## config.mk

```make
export PLATFORM = sky130hd
export DESIGN_NAME = retro_wb_copy_initiator
export DESIGN_NICKNAME = d
export VERILOG_FILES = /design/src/rtl/retro_wb_copy_initiator.sv
export SDC_FILE = /design/constraint.sdc
export NUM_CORES = 1
export LEC_CHECK = 0
export CORE_MARGIN = 10
export CORE_UTILIZATION = 25
export CTS_CLUSTER_DIAMETER = 120
export DETAILED_ROUTE_END_ITERATION = 8
export GPL_ROUTABILITY_DRIVEN = 0
export PLACE_DENSITY_LB_ADDON = 0.2
export SLEW_MARGIN = 20
export SYNTH_ARGS = -nofsm -noshare
export SYNTH_HDL_FRONTEND = slang
export SYNTH_SLANG_ARGS = --single-unit
```

## constraint.sdc

```tcl
create_clock -name clk -period 7.2 [get_ports clk]
set_input_delay 0.72 -clock clk [delete_from_list [all_inputs] [get_ports clk]]
set_output_delay 0.72 -clock clk [all_outputs]
set_load 0.02 [all_outputs]
```

## src/rtl/retro_wb_copy_initiator.sv

```systemverilog
// Wishbone pipelined block-copy initiator: reads a chunk into a local buffer, then writes it out.
// Latency: first request one cycle after start; one idle bus cycle between every read and write phase.
// Backpressure: a stalled request holds addr/data/we; the phase ends only when every request is acked.
module retro_wb_copy_initiator #(
    parameter int ADDRESS_BUS_WIDTH = 12,
    parameter int DATA_BUS_WIDTH    = 1,
    parameter int BUFFER_DEPTH      = 16,
    parameter int LENGTH_WIDTH      = 12
) (
    input  logic                          clk,
    input  logic                          rst_n,
    input  logic                          start,
    input  logic [ADDRESS_BUS_WIDTH-1:0]  src_addr,
    input  logic [ADDRESS_BUS_WIDTH-1:0]  dst_addr,
    input  logic [LENGTH_WIDTH-1:0]       length,
    output logic                          busy,
    output logic                          done,
    output logic                          cyc,
    output logic                          stb,
    output logic                          we,
    output logic [ADDRESS_BUS_WIDTH-1:0]  addr,
    output logic [DATA_BUS_WIDTH-1:0]     sel,
    output logic [8*DATA_BUS_WIDTH-1:0]   dat_to_target,
    input  logic [8*DATA_BUS_WIDTH-1:0]   dat_to_initiator,
    input  logic                          ack,
    input  logic                          stall
);

    localparam int AW = ADDRESS_BUS_WIDTH;
    localparam int LW = LENGTH_WIDTH;
    localparam int DW = 8 * DATA_BUS_WIDTH;
    localparam int IW = $clog2(BUFFER_DEPTH);
    localparam int CW = IW + 1;

    typedef enum logic [2:0] {S_IDLE, S_RD, S_GAP1, S_WR, S_GAP2, S_FIN} state_t;

    state_t          state, state_n;
    logic [AW-1:0]   src, src_n, dst, dst_n, addr_n;
    logic [LW-1:0]   remaining, rem_n;
    logic [CW-1:0]   chunk, chunk_n, issued, issued_n, acked, acked_n;
    logic            cyc_n, stb_n, we_n, busy_n, done_n;
    logic [DW-1:0]   dat_n;
    logic            accept, ack_v, buf_wr;
    logic [DW-1:0]   buffer [BUFFER_DEPTH];

    function automatic logic [CW-1:0] chunk_of(input logic [LW-1:0] n);
        if (n >= LW'(BUFFER_DEPTH)) return CW'(BUFFER_DEPTH);
        return CW'(n);
    endfunction

    always_comb begin
        state_n  = state;
        src_n    = src;
        dst_n    = dst;
        rem_n    = remaining;
        chunk_n  = chunk;
        issued_n = issued;
        acked_n  = acked;
        cyc_n    = cyc;
        stb_n    = stb;
        we_n     = we;
        addr_n   = addr;
        dat_n    = dat_to_target;
        busy_n   = busy;
        done_n   = 1'b0;
        buf_wr   = 1'b0;
        accept   = stb && !stall;
        ack_v    = cyc && ack;

        case (state)
            S_IDLE: begin
                if (start) begin
                    src_n = src_addr;
                    dst_n = dst_addr;
                    rem_n = length;
                    if (length == '0) begin
                        state_n = S_FIN;
                        done_n  = 1'b1;
                        busy_n  = 1'b0;
                    end else begin
                        state_n  = S_RD;
                        chunk_n  = chunk_of(length);
                        issued_n = '0;
                        acked_n  = '0;
                        cyc_n    = 1'b1;
                        stb_n    = 1'b1;
                        we_n     = 1'b0;
                        addr_n   = src_addr;
                        busy_n   = 1'b1;
                    end
                end
            end
            S_RD, S_WR: begin
                // Issue and ack counters advance independently; an ack may land in the accept cycle.
                issued_n = issued + CW'(accept);
                acked_n  = acked + CW'(ack_v);
                buf_wr   = ack_v && (state == S_RD);
                stb_n    = issued_n < chunk;
                addr_n   = ((state == S_RD) ? src : dst) + AW'(issued_n);
                if (state == S_WR) dat_n = buffer[issued_n[IW-1:0]];
                if (acked_n == chunk) begin
                    cyc_n  = 1'b0;
                    stb_n  = 1'b0;
                    we_n   = 1'b0;
                    addr_n = '0;
                    dat_n  = '0;
                    if (state == S_RD) begin
                        state_n = S_GAP1;
                    end else begin
                        state_n = S_GAP2;
                        src_n   = src + AW'(chunk);
                        dst_n   = dst + AW'(chunk);
                        rem_n   = remaining - LW'(chunk);
                    end
                end
            end
            S_GAP1: begin
                state_n  = S_WR;
                issued_n = '0;
                acked_n  = '0;
                cyc_n    = 1'b1;
                stb_n    = 1'b1;
                we_n     = 1'b1;
                addr_n   = dst;
                dat_n    = buffer[0];
            end
            S_GAP2: begin
                if (remaining != '0) begin
                    state_n  = S_RD;
                    chunk_n  = chunk_of(remaining);
                    issued_n = '0;
                    acked_n  = '0;
                    cyc_n    = 1'b1;
                    stb_n    = 1'b1;
                    we_n     = 1'b0;
                    addr_n   = src;
                end else begin
                    state_n = S_FIN;
                    done_n  = 1'b1;
                    busy_n  = 1'b0;
                end
            end
            S_FIN:   state_n = S_IDLE;
            default: state_n = S_IDLE;
        endcase
    end

    always_ff @(posedge clk or negedge rst_n) begin
        if (!rst_n) begin
            state         <= S_IDLE;
            src           <= '0;
            dst           <= '0;
            remaining     <= '0;
            chunk         <= '0;
            issued        <= '0;
            acked         <= '0;
            cyc           <= 1'b0;
            stb           <= 1'b0;
            we            <= 1'b0;
            addr          <= '0;
            sel           <= '0;
            dat_to_target <= '0;
            busy          <= 1'b0;
            done          <= 1'b0;
        end else begin
            state         <= state_n;
            src           <= src_n;
            dst           <= dst_n;
            remaining     <= rem_n;
            chunk         <= chunk_n;
            issued        <= issued_n;
            acked         <= acked_n;
            cyc           <= cyc_n;
            stb           <= stb_n;
            we            <= we_n;
            addr          <= addr_n;
            sel           <= {DATA_BUS_WIDTH{stb_n}};
            dat_to_target <= dat_n;
            busy          <= busy_n;
            done          <= done_n;
        end
    end

    // Read data lands in ack order, so the ack count is the buffer slot.
    always_ff @(posedge clk) begin
        if (buf_wr) buffer[acked[IW-1:0]] <= dat_to_initiator;
    end

endmodule

```

======== After elaboration in Yosys (flattened, before gate mapping) ========
Memories as Yosys holds them, arrays and structs flattened.
Cells that the tools add are included.
Widths: inputs -> output; s select.
operators by class
  $add $sub $neg .......................... 6
  multiply operators ...................... 0
  div/mod/pow operators ................... 0
  order comparisons ....................... 3
  equal/unequal tests ..................... 12
  shift-type cells ........................ 0
  muxes and demuxes ....................... 69
  bitwise operators ....................... 0
  reductions and logical operators ........ 19
operators with widths
  kind                 number
  $mux 12              14
  $pmux 12 s2          3
  $mux 5               10
  $pmux 12 s4          1
  $pmux 5 s4           2
  $add 12x5->12        3
  $ge 12x5->1 const B  2
  $mux 1               24
  $mux 8               2
  $pmux 8 s2           1
  $mux 3               5
  $logic_not 12->1     1
  $ne 2x2->1 const B   6
  $pmux 1 s4           3
  $pmux 3 s4           1
  $reduce_and 4->1     3
  $reduce_bool 12->1   1
  $sub 12x5->12        1
  $add 5x1->5          2
  $pmux 5 s2           1
  $eq 3x2->1 const B   2
  $reduce_bool 2->1    3
  $eq 5x5->1           1
  $lt 5x5->1           1
  other kinds (12)     16
word-level totals
  register bits ........................... 79
  bits in latches ......................... 0
  RAM bits ................................ 128
  bits in read-only memories .............. 0
  input bits .............................. 49
  memories kept ........................... 1
memories
  memory  words  width  rd ports  clocked after memory_dff  wr ports  RTL line  text
  buffer  16     8      2         0                         1         44        logic [DW-1:0] buffer [BUFFER_DEPTH];

======== Depth between registers and ports, before layout ========
  word-level depth ........................ 9
  gate-level depth with buffers ........... 13
  mapped depth without buffers ............ 12

======== Least setup slack after synthesis ========
No wires, ideal clock.
  path kind ............................... reg2reg
  from .................................... register state[1]
  to ...................................... register addr[10]
  data arrival time ....................... 3.372 ns
  data required time ...................... 7.043 ns
  slack ................................... 3.671 ns
  cell stages (with the launch flop) ...... 13
  path buffers ............................ 2
  clock period less this slack ............ 3.529 ns
  path through ............................ dfrtp_1 -> buf_2 -> nor3b_2 -> clkbuf_1 -> mux2_2 -> ha_1 -> fa_1 -> a211o_1 -> a21oi_1 -> nor3_1 -> xnor2_1 -> o211ai_1 -> a31oi_1
on the way
  longest elaborated chain between the ends .. 5
ends and longest elaborated chain
  element                   RTL line  text
  start: declaration        37        state_t state, state_n;
  start signal: assignment  166       state <= state_n;
  $eq 3x1->1                70, 99
  $mux 12                   99        addr_n = ((state == S_RD) ? src : dst) + AW'(issued_n);
  $add 12x5->12             99
  $mux 12                   101       if (acked_n == chunk) begin
  $pmux 12 s4               70        case (state)
  end signal: assignment    176       addr <= addr_n;
  end: declaration          21        output logic [ADDRESS_BUS_WIDTH-1:0] addr,
Parallel ways exist; a longest one is shown, timed or not.
A chain may end at the register's enable or synchronous reset.

======== Worst setup path after layout ========
  from .................................... register state[0]
  to ...................................... register addr[10]
The elaborated chain is that of the path after synthesis.

==> metrics.txt <==
outcome=complete, no violations; share of cells above drive strength 1=between 10% and 20%; number of flops mapped to enable cells by yosys=between 100 and 150; min cycle time layout=3.86 ns; synthesis-to-finish area growth=20.3%; DP HPWL=22.5 mm; Reg2Reg Setup Slack=3.34 ns; Least-Margin Pin Slew=0.974 ns; cell family with most CP delay=compound AO/OA/AOI/OAI gates; most frequent cell after synthesis=edfxtp_1; grt met3 use=2.02%; post-route insts no fill=1500; FILL cells=4260; Max-Slew Margin vs Limit=a little over a third; Post-DP Area=0.0120 mm²; CTS tree=built; Vias per Instance=between 4 and 5; Crit Path Class=register to register; worst setup margin=3.34 ns; DP Cell Count=1455; Total GRT Usage=between 10 and 15%; clk sinks=just over 200; Die X=227 µm; Max Cap Viol=0; unrepaired setup endpoints after global routing=false; post-synthesis cell type count=72; Worst IR Drop VDD=~0.21 mV; Max FO, Critical Path=18; WL per Instance=21.7 µm; Fin Setup TNS=0 ns; Fmax=259 MHz; Total Power=5.97 mW; warnings from Yosys=0; Reg area=0.00582 mm²; path depth of the worst reg2reg path=11; CP endpoint kind=register; Finished Cell Area=0.0129 mm²; Rows=75; top cells by area, synth=edfxtp_1 (36%), dfrtp_1 (18%), mux4_2 (8.2%); hold crit path type=register to register; Post-Synthesis Cell Area=0.0107 mm²; Worst R2R Start=state[0]; Min-Delay Endpoint=we; first-pass GRT wire length=49.4 mm; WP data arrival=4.25 ns; skew final=~0.025 ns; Hold Crit Start=we; DR DRC count=0; post-synthesis sequential area ratio=between 50% and 60%; largest net degree at the start of global routing=72; static leakage=4.61 nW; Initial Util=25.4%; Die Y=227 µm; setup bufs post-CTS=0; Clock Tree Root=clkbuf_16; r2r endpoint=addr[10]; top-area cell type share of the netlist area=35.9%; syn nets=959; Hold Path Stages=1; Fin Hold WS=slightly below 0.5 ns; Max stage delay cell, worst path=dfrtp_1; io pins=75; WP buf/inv=1; critical path, cell by cell=nor3b_2, buf_4, mux2_2, ha_1, fa_1, a211o_1, a21oi_1, nor3_1, xnor2_1, o211ai_1, a31oi_1; Max clock buf depth=3; PostCTS Resize Cnt=0; WP data required=7.59 ns; DRT iter0 DRCs=about 650; core area=roughly 0.042 mm²; Port Buffers=74; Inserted Clock Buffers=25; #FFs+latches synth=207; final setup fails=0; area occupied by multi-input gates=0.00459 mm²; Clock transition at path regs=0.07 ns; gr ovfl total=0; drt first pass iters=5; Nets=a little over 1000; met1 usage=between 15 and 20%; Worst-Skew Late Latency=roughly 0.56 ns; initial antenna violation count=0; via count=7474; final core occ=roughly 30%; power per cell area=463 mW/mm²; Syn Area/Cell=12.2 µm²; htree depth=1; Routed Antenna Nets=0; period utilization=roughly 54%; grt met2 use=21.8%; asr flop ratio synth=38.2%; vias in the first global route=about 7700; post-synthesis cell count=roughly 880; commonest cells in the netlist=edfxtp_1 (128), dfrtp_1 (79), o21ai_0 (69), nand2_1 (65), nor2_1 (60); die area=0.0516 mm²; dpl ws=approximately 2.7 ns; WL final=~32 mm; Fin. Hold Viols=0; Worst path max stage delay=0.76 ns; ys flop type=edfxtp_1; ant diodes=0; CP Launch Type=register; Final Max Slew Viols=0; GR peak layer=met2; top cell type by total area after synthesis=edfxtp_1
==> layer usage <==
layer	share of wire, %	wire (µm)	up-vias
met5	0	0	-
met4	2.2	718	0
met3	4.1	1340	43
met2	49	16100	161
met1	44	14400	3764
li1	-	-	3506
==> worst max-delay path by stage <==
stage             start        to  slack, ns  cells past startpoint
2_1_floorplan  state[1]  addr[10]       3.67                     12
3_3_place_gp      stall  addr[10]       2.79                     12
3_5_place_dp      stall  addr[10]       2.69                     13
4_1_cts           stall  addr[10]       3.28                     13
5_1_grt           stall  addr[10]       2.92                     12
6_report       state[0]  addr[10]       3.34                     11
==> cell type report <==
class / count / area share (%)
sequential: 207 / 45.1
inverter: 29 / 0.844
clock inverter: 16 / 1.73
timing repair buffer: 87 / 6.50
clock buffer: 28 / 4.94
tap: 539 / 5.23
multi-input combinational: 594 / 35.6
==> what timing repair did <==
| item | 4_1_cts | 5_1_grt |
|---|---|---|
| hold buffers | 1 | 0 |
| endpoints found under the setup margin | 0 | 0 |
| endpoints found under the hold margin | 11 | 0 |
==> placed cells by master, fill, tap and decap left out, types with 13 or more instances in the layout <==
master | synthesis | routed
o21ai_1 | 15 | 15
clkdlybuf4s50_1 | 0 | 73
xnor2_1 | 14 | 14
inv_1 | 29 | 29
nor3_1 | 26 | 22
a22oi_1 | 21 | 21
dfrtp_1 | 79 | 79
nand2_1 | 65 | 65
o21ai_0 | 69 | 69
nor2_1 | 60 | 59
buf_4 | 8 | 13
ha_1 | 28 | 27
clkbuf_16 | 0 | 25
mux2_2 | 13 | 13
o22ai_1 | 21 | 21
a22o_1 | 13 | 13
a21oi_1 | 37 | 37
edfxtp_1 | 128 | 128
o2bb2ai_1 | 14 | 14
mux4_2 | 39 | 39
==> report_power, final <==
| part | total [mW] | leakage, nW | internal, mW | switching [mW] |
|---|---|---|---|---|
| clock network | 1.35 | 0.421 | 0.818 | 0.534 |
| registers | 1.77 | 2.10 | 1.50 | 0.269 |
| logic | 2.85 | 2.09 | 1.26 | 1.59 |
==> logic make-up (layout without fill, tap and decap cells) <==
logic type / after synthesis / after routing / share of synthesized area (%)
AOI/OAI and AO/OA: 255 / 255 / 15.7
xor gates and xnor gates: 25 / 25 / 2.11
adders and majority gates: 32 / 32 / 4.01
buffers and inverters: 77 / 160 / 3.20
DFF: 207 / 207 / 54.3
muxes: 66 / 66 / 10.9
and+or+nand+nor: 216 / 216 / 9.81
==> sequential cells by signal, summed over array words and instances, names as in the netlist, 3 cells and up <==
name,flops
addr,12
acked,5
issued,5
buffer,128
dat_to_target,8
dst,12
state,3
src,12
remaining,12
chunk,5
(Power assumes the default switching activity.)
